--- config.mk ---
export PLATFORM = sky130hd
export DESIGN_NAME = mux4_arbiter
export DESIGN_NICKNAME = d
export VERILOG_FILES = /design/src/rtl/mux4_arbiter.sv
export SDC_FILE = /design/constraint.sdc
export NUM_CORES = 1
export LEC_CHECK = 0
export BUFFER_PORTS_ARGS = -buffer_cell sky130_fd_sc_hd__buf_2
export CORE_MARGIN = 2
export CORE_UTILIZATION = 46
export CTS_CLUSTER_DIAMETER = 100
export DETAILED_ROUTE_END_ITERATION = 8
export PLACE_DENSITY = 0.86
export SYNTH_ARGS = -nofsm -noshare
export SYNTH_HDL_FRONTEND = slang
export SYNTH_SLANG_ARGS = --single-unit
--- constraint.sdc ---
create_clock -name clk_i -period 6.18 [get_ports clk_i]
set_clock_uncertainty 0.2 [all_clocks]
set_input_delay 1.236 -clock clk_i [delete_from_list [all_inputs] [get_ports clk_i]]
set_output_delay 1.236 -clock clk_i [all_outputs]
set_load 0.02 [all_outputs]
--- src/rtl/mux4_arbiter.sv ---
// Round-robin arbiter for a shared 4:1 datapath mux: grants one master at a time,
// drives the mux select, registers the selected data and enforces a hold limit.
module mux4_arbiter #(
  parameter int size     = 32,
  parameter int MAX_HOLD = 15
) (
  input  logic            clk_i,
  input  logic            rst_i,
  input  logic [3:0]      req_i,
  input  logic            done_i,
  input  logic [size-1:0] data0_i,
  input  logic [size-1:0] data1_i,
  input  logic [size-1:0] data2_i,
  input  logic [size-1:0] data3_i,
  output logic [3:0]      grant_o,
  output logic [1:0]      select_o,
  output logic [size-1:0] data_o,
  output logic            valid_o,
  output logic            busy_o,
  output logic            timeout_o
);

  // hold_cnt only ever reaches MAX_HOLD-1 before a forced release.
  localparam int HW = (MAX_HOLD < 2) ? 1 : $clog2(MAX_HOLD);
  localparam logic [HW-1:0] HOLD_LAST = (MAX_HOLD > 0) ? HW'(MAX_HOLD - 1) : '0;

  // Handshake: req_i is a level held by a master for as long as it wants the
  // mux; grant_o/select_o answer one edge later; done_i is only honoured while
  // busy_o=1; data_o is valid exactly when valid_o=1.

  typedef enum logic {
    IDLE  = 1'b0,
    GRANT = 1'b1
  } state_t;

  state_t          state;
  logic [1:0]      ptr;
  logic [HW-1:0]   hold_cnt;

  logic            own_req;
  logic            hold_hit;
  logic            release_c;
  logic            timeout_c;
  logic [1:0]      start_c;
  logic            win_c;
  logic [1:0]      win_idx;
  logic [size-1:0] sel_data;

  // Rotating priority scan: first requester at or above start, modulo 4.
  function automatic logic [2:0] pick(input logic [3:0] req, input logic [1:0] start);
    logic [2:0] r;
    logic [1:0] idx;
    r = 3'b000;
    for (int i = 3; i >= 0; i--) begin
      idx = start + 2'(i);
      if (req[idx]) r = {1'b1, idx};
    end
    return r;
  endfunction

  always_comb begin
    own_req   = req_i[select_o];
    hold_hit  = (MAX_HOLD > 0) && (hold_cnt == HOLD_LAST);
    release_c = done_i || !own_req || hold_hit;
    timeout_c = hold_hit && !done_i && own_req;
    start_c   = (state == GRANT) ? (select_o + 2'd1) : ptr;
    {win_c, win_idx} = pick(req_i, start_c);
  end

  always_comb begin
    sel_data = data0_i;
    case (select_o)
      2'd0: sel_data = data0_i;
      2'd1: sel_data = data1_i;
      2'd2: sel_data = data2_i;
      2'd3: sel_data = data3_i;
      default: sel_data = data0_i;
    endcase
  end

  always_ff @(posedge clk_i or negedge rst_i) begin
    if (!rst_i) begin
      state     <= IDLE;
      ptr       <= 2'd0;
      hold_cnt  <= '0;
      grant_o   <= 4'b0000;
      select_o  <= 2'd0;
      data_o    <= '0;
      valid_o   <= 1'b0;
      busy_o    <= 1'b0;
      timeout_o <= 1'b0;
    end else begin
      case (state)
        IDLE: begin
          valid_o   <= 1'b0;
          timeout_o <= 1'b0;
          if (win_c) begin
            state    <= GRANT;
            busy_o   <= 1'b1;
            grant_o  <= 4'b0001 << win_idx;
            select_o <= win_idx;
            hold_cnt <= '0;
          end
        end
        GRANT: begin
          data_o    <= sel_data;
          valid_o   <= 1'b1;
          timeout_o <= release_c && timeout_c;
          if (release_c) begin
            ptr <= select_o + 2'd1;
            if (win_c) begin
              // Handover without an idle bubble; the releaser was scanned last.
              grant_o  <= 4'b0001 << win_idx;
              select_o <= win_idx;
              hold_cnt <= '0;
            end else begin
              state   <= IDLE;
              busy_o  <= 1'b0;
              grant_o <= 4'b0000;
            end
          end else if (MAX_HOLD > 0) begin
            hold_cnt <= hold_cnt + 1'b1;
          end
        end
        default: begin
          state   <= IDLE;
          busy_o  <= 1'b0;
          grant_o <= 4'b0000;
        end
      endcase
    end
  end

endmodule

After elaboration in Yosys (flattened, before gate mapping)
Index checks and enable logic that the tools add are counted.
{"block": "classes", "mux": 35, "n_reduce_logical": 11, "eq_ne": 7, "n_lt_le_gt_ge": 5, "n_bitwise": 1, "addsub": 5, "shifts": 1}
{"op": "32-bit case mux with 4 select lines", "count": 1}
{"op": "4-bit two-way mux", "count": 5}
{"op": "4-bit case mux with 2 select lines", "count": 2}
{"op": "2-bit by 3-bit < comparator with 1-bit output, second input constant", "count": 5}
{"op": "3-bit two-way mux", "count": 4}
{"op": "1-bit binary-select mux with 2-bit select", "count": 5}
{"op": "1-bit two-way mux", "count": 10}
{"op": "1-bit case mux with 2 select lines", "count": 4}
{"op": "2-bit two-way mux", "count": 3}
{"op": "2-bit by 1-bit adder with 2-bit output, second input constant", "count": 2}
{"op": "2-bit adder, second input constant", "count": 2}
{"op": "4-bit by 1-bit adder with 4-bit output, second input constant", "count": 1}
{"op": "2-bit == test, second input constant", "count": 2}
{"op": "4-bit == test, second input constant", "count": 1}
{"op": "2-bit inequality test, second input constant", "count": 2}
{"op": "2-bit case mux with 2 select lines", "count": 1}
{"op": "2-bit AND reduction", "count": 2}
{"op": "1-bit by 2-bit left shift with 4-bit output, first input constant", "count": 1}
{"op": "1-bit logical AND", "count": 3}
{"op": "3-bit AND reduction", "count": 1}
{"op": "2-bit by 1-bit == test with 1-bit output, second input constant", "count": 1}
{"op": "1-bit zero test", "count": 2}
{"op": "2-bit zero test", "count": 1}
{"op": "1-bit logical OR", "count": 2}
{"op": "2 further kinds", "count": 2}
{"block": "word_totals", "reg_bits": 48, "out_inout_bits": 41, "wordCells": 74}

Logic depth before layout (Yosys ltp)
{"block": "logic_depth", "ltp_word": 13, "ltp_mapped": 7}

Least setup slack after synthesis
Ideal clock, no wire load.
{"block": "synth_timing", "kind": "input to register", "startpoint": "input req_i[3]", "endpoint": "register grant_o[0]", "path_slack_ps": 3470, "cell_stages": 7, "path_buffers": 2, "arrival_time_ps": 2388, "required_ps": 5859, "path_cell_list": "buf_6 mux2i_1 a2bb2oi_2 or2_4 and2_4 buf_6 a32o_2"}
{"block": "synth_between", "elab_chain_cells": 10, "word_cells_on_any_way": 25, "classes_between": "eq/ne: 2; shift: 1; mux: 18; reduce/logical: 4"}
{"item": "start, declared", "line_no": "9", "text": "input logic [3:0] req_i,"}
{"item": "1-bit binary-select mux with 2-bit select", "line_no": "56", "text": "if (req[idx]) r = {1'b1, idx};"}
{"item": "1-bit two-way mux (not written as such)", "line_no": "56"}
{"item": "3-bit two-way mux (4 in series)", "line_no": "56"}
{"item": "1-bit by 2-bit left shift with 4-bit output", "line_no": "100, 113"}
{"item": "4-bit two-way mux", "line_no": "111", "text": "if (win_c) begin"}
{"item": "4-bit two-way mux", "line_no": "109", "text": "if (release_c) begin"}
{"item": "4-bit case mux with 2 select lines", "line_no": "93", "text": "case (state)"}
{"item": "end signal, assigned", "line_no": "100", "text": "grant_o <= 4'b0001 << win_idx;"}
{"item": "end signal, assigned", "line_no": "113", "text": "grant_o <= 4'b0001 << win_idx;"}
{"item": "end, declared", "line_no": "15", "text": "output logic [3:0] grant_o,"}
Parallel ways exist; a longest one is shown, timed or not. The select of a mux whose other input is x is not followed.
A chain may end at the register's enable or synchronous reset.

Worst setup path in the final report
{"block": "layout_timing", "startpoint": "register select_o[0]", "endpoint": "register data_o[18]"}
{"block": "layout_between", "elab_chain_cells": 2, "word_cells_on_any_way": 5, "classes_between": "eq/ne: 3; mux: 1; reduce/logical: 1"}
{"item": "start, declared", "line_no": "16", "text": "output logic [1:0] select_o,"}
{"item": "start signal, assigned", "line_no": "101", "text": "select_o <= win_idx;"}
{"item": "start signal, assigned", "line_no": "114", "text": "select_o <= win_idx;"}
{"item": "2-bit == test (tied with other cells)", "line_no": "72", "text": "case (select_o)"}
{"item": "32-bit case mux with 4 select lines (*)", "line_no": "72"}
{"item": "end signal, assigned", "line_no": "106", "text": "data_o <= sel_data;"}
{"item": "end, declared", "line_no": "17", "text": "output logic [size-1:0] data_o,"}
Mark *: on every way between the ends. The rest lies on a longest branch, timed or not.

==> results.md <==
- Row count: 28
- Area of the multi-input gates: 0.00145 sq mm
- DP Wirelength: 5910 microns
- Most frequent cells in the layout: 175 x buf_2, 47 x dfrtp_1, 38 x o21ai_0
- Critical path's top delay family: adder cells
- Post-DR wirelength/cell: 16.4 microns
- ANT nets after route: 0
- Global-route wire length before repair: 12000 microns
- Combinational share of power: 57.0%
- GRT overflow: 0
- Clock power share: between 10% and 20%
- Max Cap Viol: 0
- Setup Viol. Count Final: 0
- Clk buf depth: 2
- Least-Margin Pin Slew: between 1 and 1.5 ns
- Seq. cell area: 0.00120 sq mm
- Die X: a little over 80 microns
- Switching Power: 761 uW
- Sw Share: 42.5%
- CTS Buf Count: 5
- Nets: 563
- Largest net degree at the start of global routing: 65
- Crit Path Category: reg -> reg
- Count of input and output buffers: 175
- Layout cells sized above 1: 54.6%
- Commonest non-fill, non-tap cell in the layout: buf_2
- CP Data Required Time: between 6 and 7 ns
- Cells after Synth: 262
- Die height: 81.6 microns
- Vias per cell: 5.80
- Core area: a little under 0.006 sq mm
- Top FF cell, synth: dfrtp_1
- Placed Cells: 490
- Remaining DRCs: 0
- Final hold vios: 0
- Final WL: roughly 8000 microns
- Final Critical Period: 2.78 ns
- Post-CTS setup buffer count: 0
- Critical path data arrival time: 2.81 ns
- Starting Density: 47.1%
- EDFF count, synth: 0
- Reg clk slew, reported paths: 0.09 ns
- CTS tree: built
- Seq pwr share: 29.4%
- CP Cell Sequence: inv_1, ha_1, a222oi_1, o21ai_0, mux2_2
- Root buffer cell: clkbuf_8
- Number of global-route vias before repair: about 2700
- P&R area growth vs syn: 35.9%
- Io pins: roughly 180
- RSZ-0062 raised after global routing: false
- Max FO, Critical Path: 32
- Mapped Area: around 0.0028 sq mm
- Internal power: 1030 uW
- CP max stage delay: 1.06 ns
- Cell Count, Final, Fillers Out: ~500
- Ys async rst share: 100%
- Hold Crit Class: reg -> reg
- TNS Setup: 0 ns
- Setup crit end kind: flop
- Initial DRC Count: 236
- CP startpoint kind: flop
- Syn avg cell area: approximately 11 sq um
- Initial antenna violation count: 0
- Max_slew headroom: 9.77%
- Via Count: 2890
- Skew-Pair Late Insertion Delay: 0.29 ns
- Syn Nets: 403
- FMAX: 360 MHz
- Final Cycle Share: 45.0%
- Worst path slowest cell: ha_1
- Leakage: around 0.0019 uW
- GP Congestion: between 0.9 and 1
- Fillers: 506
- Hold buffers post-CTS: 0
- Sink Count: 48
- Total global-route track usage: 23.4%
- ANT cells: 0
- FF+latch count, synth: 48
- Worst vdd ir: 0.334 mV
- Resized cells post-CTS: 0
- H-tree depth: 2
- Run status: completed
- Synthesis warning total: 0
- Synth cell types: 35
- 1st-pass router iterations: 7
- Buf+Inv Stages, Crit Path: 1
- Die ar.: 0.00666 sq mm
- Seq/Total Area, Yosys: 43.3%
- P per Cell Area: 475 mW/mm^2
- Slew Viols, Final: 0
-- state kept, by name (all words and copies together), names as in the netlist --
name,cells
ptr,2
hold_cnt,4
data_o,32
timeout_o,1
grant_o,4
busy_o,1
valid_o,1
select_o,2
state,1
-- cells by family after synthesis --
kind of cell    synth area share, %
compound gates                 23.4
simple gates                   10.2
flops                          43.3
mux                            16.1
buf+inv                        4.33
fa+ha+maj                      2.71
-- per-stage QoR --
| step | hold slack, ns | utilization, % | cell area (sq um) | setup slack, ns | power, uW |
|---|---|---|---|---|---|
| final | 0.297 | 64.0 | 3770 | 3.40 | 1790 |
| after global routing | 0.310 | 64.0 | 3770 | 3.28 | 1910 |
| after CTS | 0.300 | 64.0 | 3770 | 3.40 | 1800 |
| after detailed placement | 0.280 | 61.9 | 3640 | 3.27 | 1550 |
| after global placement | 0.279 | 61.9 | 3640 | 3.31 | 1510 |
| after floorplan | 0.234 | - | 2770 | 3.47 | 1250 |
-- area by class of cell --
class                      instances  area share (%)
clock inverter                     1           0.797
clock buffer                       7            2.56
timing repair buffer             175            23.2
inverter                           4           0.399
sequential                        48            31.9
tap                               75            2.49
multi-input combinational        188            38.6
-- cell usage after synthesis (all sizes together), types with 2 or more instances --
| cell | number | area, sq um |
|---|---|---|
| nand3 | 2 | 10.0 |
| ha | 6 | 75.1 |
| a32o | 4 | 45.0 |
| a21o | 2 | 15.0 |
| and3 | 3 | 18.8 |
| mux2 | 35 | 394 |
| nor2 | 5 | 18.8 |
| o21ai | 39 | 195 |
| mux2i | 4 | 52.6 |
| buf | 5 | 41.3 |
| nand2b | 2 | 12.5 |
| nand2 | 36 | 135 |
| clkbuf | 17 | 63.8 |
| a21oi | 3 | 15.0 |
| a222oi | 32 | 320 |
| nor3b | 2 | 26.3 |
| inv | 4 | 15.0 |
| dfrtp | 48 | 1200 |
-- power groups by stage --
stage          registers (uW)  clock network [uW]  logic (uW)
2_1_floorplan             666                   0         586
3_3_place_gp              524                   0         986
3_5_place_dp              533                   0        1020
4_1_cts                   527                 251        1030
5_1_grt                   542                 264        1110
6_report                  527                 242        1020
-- final timing paths --
kind                                               from                     end  slack (ns)  cells after the start
worst max-delay path            select_o[0]$_DFFE_PN0P_  data_o[18]$_DFFE_PN0P_        3.40                      5
worst min-delay path             grant_o[2]$_DFFE_PN0P_  grant_o[2]$_DFFE_PN0P_        0.30                      1
worst max register to register  select_o[0]$_DFFE_PN0P_  data_o[18]$_DFFE_PN0P_        3.40                      5
worst min register to register   grant_o[2]$_DFFE_PN0P_  grant_o[2]$_DFFE_PN0P_        0.30                      1
max in group asynchronous                         rst_i         state$_DFF_PN0_        4.17                      1
min in group asynchronous                         rst_i  grant_o[3]$_DFFE_PN0P_        0.92                      1
-- metal layers --
metal / wire length, microns / part of all wire (%) / track usage (%)
met1: 3000 / 37 / 25.2
met2: 4340 / 53 / 45.2
met3: 711 / 8.7 / 5.27
met4: 95 / 1.2 / 7.00
met5: 0 / 0 / 0
(Power assumes the default switching activity.)
